File: config.mk
export PLATFORM = sky130hd
export DESIGN_NAME = lut_config_loader
export DESIGN_NICKNAME = d
export VERILOG_FILES = /design/src/rtl/lut_config_loader.sv
export SDC_FILE = /design/constraint.sdc
export NUM_CORES = 1
export LEC_CHECK = 0
export BUFFER_PORTS_ARGS = -buffer_cell sky130_fd_sc_hd__buf_2
export CORE_UTILIZATION = 50
export CTS_BUF_LIST = sky130_fd_sc_hd__clkbuf_8
export CTS_CLUSTER_DIAMETER = 200
export DETAILED_ROUTE_END_ITERATION = 10
export PLACE_DENSITY_LB_ADDON = 0.1
export SYNTH_ARGS = -nofsm -noshare
export SYNTH_HDL_FRONTEND = slang
export SYNTH_SLANG_ARGS = --single-unit
File: constraint.sdc
create_clock -name cclk -period 1.9 [get_ports cclk]
set_input_delay 0.57 -clock cclk [delete_from_list [all_inputs] [get_ports cclk]]
set_output_delay 0.57 -clock cclk [all_outputs]
set_load 0.02 [all_outputs]
File: src/rtl/lut_config_loader.sv
// Bit-serial configuration loader for a bank of LUTs: assembles LSB-first words and
// writes each one to the next LUT by pulsing its one-hot config enable for one cycle.
`timescale 1ns / 1ps

module lut_config_loader #(
  parameter int unsigned INPUTS   = 4,
  parameter int unsigned MEM_SIZE = 2 ** INPUTS,
  parameter int unsigned NUM_LUTS = 4
) (
  input  logic                cclk,
  input  logic                rst_n,
  input  logic                start,
  input  logic                bit_in,
  input  logic                bit_valid,
  output logic                bit_ready,
  output logic [MEM_SIZE-1:0] config_out,
  output logic [NUM_LUTS-1:0] cen_out,
  output logic                busy,
  output logic                done
);

  localparam int unsigned CntW = $clog2(MEM_SIZE + 1);
  localparam int unsigned IdxW = (NUM_LUTS > 1) ? $clog2(NUM_LUTS) : 1;

  localparam logic [1:0] StIdle  = 2'd0;
  localparam logic [1:0] StShift = 2'd1;
  localparam logic [1:0] StWrite = 2'd2;
  localparam logic [1:0] StDone  = 2'd3;

  logic [1:0]          state_q, state_d;
  logic [CntW-1:0]     cnt_q, cnt_d;
  logic [IdxW-1:0]     idx_q, idx_d;
  logic [MEM_SIZE-1:0] sreg_q, sreg_d;
  logic [MEM_SIZE-1:0] word_q, word_d;
  logic [MEM_SIZE-1:0] sreg_shifted;
  logic                last_bit;
  logic                last_lut;

  // New bits enter at the top so the first accepted bit ends up in bit 0.
  assign sreg_shifted = {bit_in, sreg_q[MEM_SIZE-1:1]};
  assign last_bit     = (cnt_q == CntW'(MEM_SIZE - 1));
  assign last_lut     = (idx_q == IdxW'(NUM_LUTS - 1));

  always_comb begin
    state_d = state_q;
    cnt_d   = cnt_q;
    idx_d   = idx_q;
    sreg_d  = sreg_q;
    word_d  = word_q;
    case (state_q)
      StIdle: begin
        if (start) begin
          state_d = StShift;
          cnt_d   = '0;
          idx_d   = '0;
        end
      end
      StShift: begin
        if (bit_valid) begin
          sreg_d = sreg_shifted;
          cnt_d  = cnt_q + CntW'(1);
          if (last_bit) begin
            // Word is published on the same edge, so it is stable before the enable rises.
            word_d  = sreg_shifted;
            state_d = StWrite;
          end
        end
      end
      StWrite: begin
        if (last_lut) begin
          state_d = StDone;
        end else begin
          idx_d   = idx_q + IdxW'(1);
          cnt_d   = '0;
          state_d = StShift;
        end
      end
      StDone:  state_d = StIdle;
      default: state_d = StIdle;
    endcase
  end

  always_ff @(posedge cclk) begin
    if (!rst_n) begin
      state_q <= StIdle;
      cnt_q   <= '0;
      idx_q   <= '0;
      sreg_q  <= '0;
      word_q  <= '0;
    end else begin
      state_q <= state_d;
      cnt_q   <= cnt_d;
      idx_q   <= idx_d;
      sreg_q  <= sreg_d;
      word_q  <= word_d;
    end
  end

  always_comb begin
    cen_out = '0;
    for (int unsigned i = 0; i < NUM_LUTS; i++) begin
      cen_out[i] = (state_q == StWrite) && (idx_q == IdxW'(i));
    end
  end

  assign bit_ready  = (state_q == StShift);
  assign busy       = (state_q != StIdle);
  assign done       = (state_q == StDone);
  assign config_out = word_q;

endmodule

==> impl_metrics.yaml <==
setup_path:
  path_class: "register to output pin"
  crit_fanout: 4
  r2r_start: "cnt_q[0]"
  crit_chain: "inv_1, ha_1, and2_1, buf_2"
  critPathLaunchType: "register"
  slowest_delay_ns: 0.39
  r2r-end: "config_out[5]"
  r2r_cells: 7
  critPathRequiredTime_ns: 1.33
  arrival_ns: 1.25
  path_buf_inv: 2
  crit_family: "flip-flops"
  regToRegSetupSlack_ns: 0.29
  crit_slowest_cell: "dfxtp_1"
  endpoint_kind: "output pin"
clocking:
  path_clk_slew_ns: 0.07
  clockRootBuffer: "clkbuf_8"
  insertion_delay_ns: 0.29
  cts_buffers: 5
  clk_path_buf_depth: 2
  htree_levels: 2
  cts_sinks: 40
  cts_hold_buffers: 0
  cts_tree: "built"
place:
  hpwlAfterDp_mm: 2.125
  io_buffers: 27
  dp_slack_ns: 0.2981
  place_inst: 263
  gp_congestion: 0.7401
yosys:
  netlist-cell-type-count: 32
  syn_nets: 209
  netlist_instances: 198
  yosysSeqAreaShare_pct: 46.51
  ys_seq_elements: 40
  synth_commonest_cells: "nand2_1, dfxtp_1, a21boi_1, a21boi_0, and2_1"
  yosysTopAreaCell: "dfxtp_1"
  yosys-top-cells-area: "dfxtp_1, nand2_1, a21boi_1, a21boi_0, ha_1"
  ys_async_sr_fraction_pct: 0
  avgSynthCellArea_sq_um: 8.695
  syn_area_sq_mm: 0.001722
  synth_warnings: 0
  yosys.cell_count.top_type: "nand2_1"
  yosys_most_used_dff: "dfxtp_1"
  synth_edf_count: 0
  synth_top_area_share_pct: 46.51
detailed_routing:
  drt_pass1_iterations: 4
  drt-initial-drc-count: 40
  wl_mm: 2.965
  vias: 1330
  routed_via_density: 4.908
  drc: 0
  postRouteAntennaNets: 0
  wl_per_cell_microns: 10.94
cells_and_area:
  fin_cells: 271
  diodes: 0
  area.growth.synth_to_final_pct: 14.24
  drive_above_1_share_pct: 20.26
  num-fill-cells: 284
  final_nets: 237
timing:
  finalHoldViolations: 0
  slew_headroom_pct: 62.27
  drv_slew: 0
  setup_ws_ns: 0.08109
  fin_skew_ns: 0.004382
  max_freq_mhz: 549.8
  tns_ns: 0
  setup_viol: 0
  period_minus_slack_ns: 1.819
  rsz0062_at_grt: "no"
  fin_crit_sh_pct: 95.73
  worst_slew_pin_slew_ns: 0.5659
  hold_slack_ns: 0.4498
die:
  die_h_microns: 60.68
  rows: 20
  dieWidth_microns: 60.68
  start_util_pct: 54.60
  core_sq_mm: 0.003153
  dieArea_sq_mm: 0.003682
  ioPinCount: 28
power_and_ir_drop:
  p_leak_nw: 0.7909
  intPower_mw: 1.128
  total_power_mw: 1.466
  ir_worst_vdd_mv: 0.3587
  p_sw_mw: 0.3382
  pwr-share-seq_pct: 57.8
  p_per_area_mw_per_mm2: 745.3
  p_comb_share_pct: 5.1
  p_sw_share_pct: 23.07
  clkPwrFrac_pct: 37.1
worst_hold_path:
  min_path_type: "register to register"
  whs_path_depth: 2
  holdCritStartpoint: "config_out[9]"
  hold_end: "config_out[9]"
grt:
  grt-ovfl-total: 0
  grt_pass1_wl_mm: 4.995
  grt_usage_pct: 18.56
  antenna_found_initial: 0
  grt_max_degree: 43
  grt_pass1_vias: 1171
status:
  status: "complete, no violations"
flow_run:
  drv_cap: 0
## power groups by stage
| stage | Sequential (mW) | Combinational (mW) | Clock (mW) |
|---|---|---|---|
| 2_1_floorplan | 0.866 | 0.0584 | 0 |
| 3_3_place_gp | 0.867 | 0.0723 | 0 |
| 3_5_place_dp | 0.867 | 0.0750 | 0 |
| 4_1_cts | 0.847 | 0.0756 | 0.567 |
| 5_1_grt | 0.848 | 0.0833 | 0.602 |
| 6_report | 0.847 | 0.0749 | 0.544 |
## metrics by stage
| stage | area [sq um] | util, % |
|---|---|---|
| global route | 1967 | 62.38 |
| finish | 1967 | 62.38 |
| CTS | 1964 | 62.30 |
| detailed placement | 1877 | 59.52 |
| global placement | 1877 | 59.52 |
| floorplan | 1722 | - |
## final cells by class
class	instances	area, sq um	area share [%]
clock buffer	5	68.82	3.499
clock inverter	3	18.77	0.9542
inverter	4	15.01	0.7634
multi-input combinational	143	835.8	42.49
sequential	40	800.8	40.71
tap	44	55.05	2.799
timing repair buffer	32	172.7	8.779
## cell families after synthesis
kind of cell               Yosys count  share of synthesized area (%)
and+or+nand+nor                     91                          23.69
AOI/OAI and AO/OA                   44                          19.11
DFF                                 40                          46.51
buffers and inverters               15                          5.087
adders and majority gates            6                          4.360
muxes                                2                          1.235
## placed cells by master (no fill, tap or decap), drive strengths merged
cell / n
clkinv: 3
nand3: 3
and2: 7
a32o: 1
and3: 2
nand3b: 1
ha: 6
inv: 4
mux2i: 1
o21a: 1
a22oi: 2
and4b: 1
nor2: 2
nand2b: 2
a31o: 1
a21oi: 2
clkbuf: 5
a22o: 1
nand2: 67
o2bb2ai: 1
o21bai: 1
a21boi: 32
dfxtp: 40
buf: 32
o22ai: 2
nor2b: 5
mux2: 1
or2: 1
## worst reg2reg max path: cells and delay by family (launching register included)
family | cells | cell delay (ns)
compound gates | 1 | 0.14
fa+ha+maj | 2 | 0.39
buf+inv | 1 | 0.21
flops | 1 | 0.39
simple gates | 3 | 0.41
## sequential cells by signal (all words and copies together) (netlist names)
name	count
state_q	2
config_out	16
idx_q	2
sreg_q	15
cnt_q	5
## how the worst max path moves through the flow
stage	startpoint	to	slack, ns	cells after the start
6_report	idx_q[0]	cen_out[0]	0.08	4
5_1_grt	idx_q[0]	cen_out[0]	0.005	4
4_1_cts	idx_q[1]	cen_out[3]	0.06	3
3_5_place_dp	cnt_q[0]	config_out[0]	0.30	7
3_3_place_gp	cnt_q[0]	config_out[0]	0.34	7
2_1_floorplan	cnt_q[0]	state_q[1]	0.34	7
## metal layers
layer	vias to the layer above	routed length, microns	track usage, %
li1	706	-	-
met4	0	38	8.766
met5	-	0	0
met1	595	1420	21.40
met3	4	102	5.757
met2	25	1403	31.40
## repair_timing
action	CTS	global route
resized for setup	0	1
setup endpoints to repair	0	1
buffers inserted	0	0
Power figures use the tool's default switching activity.
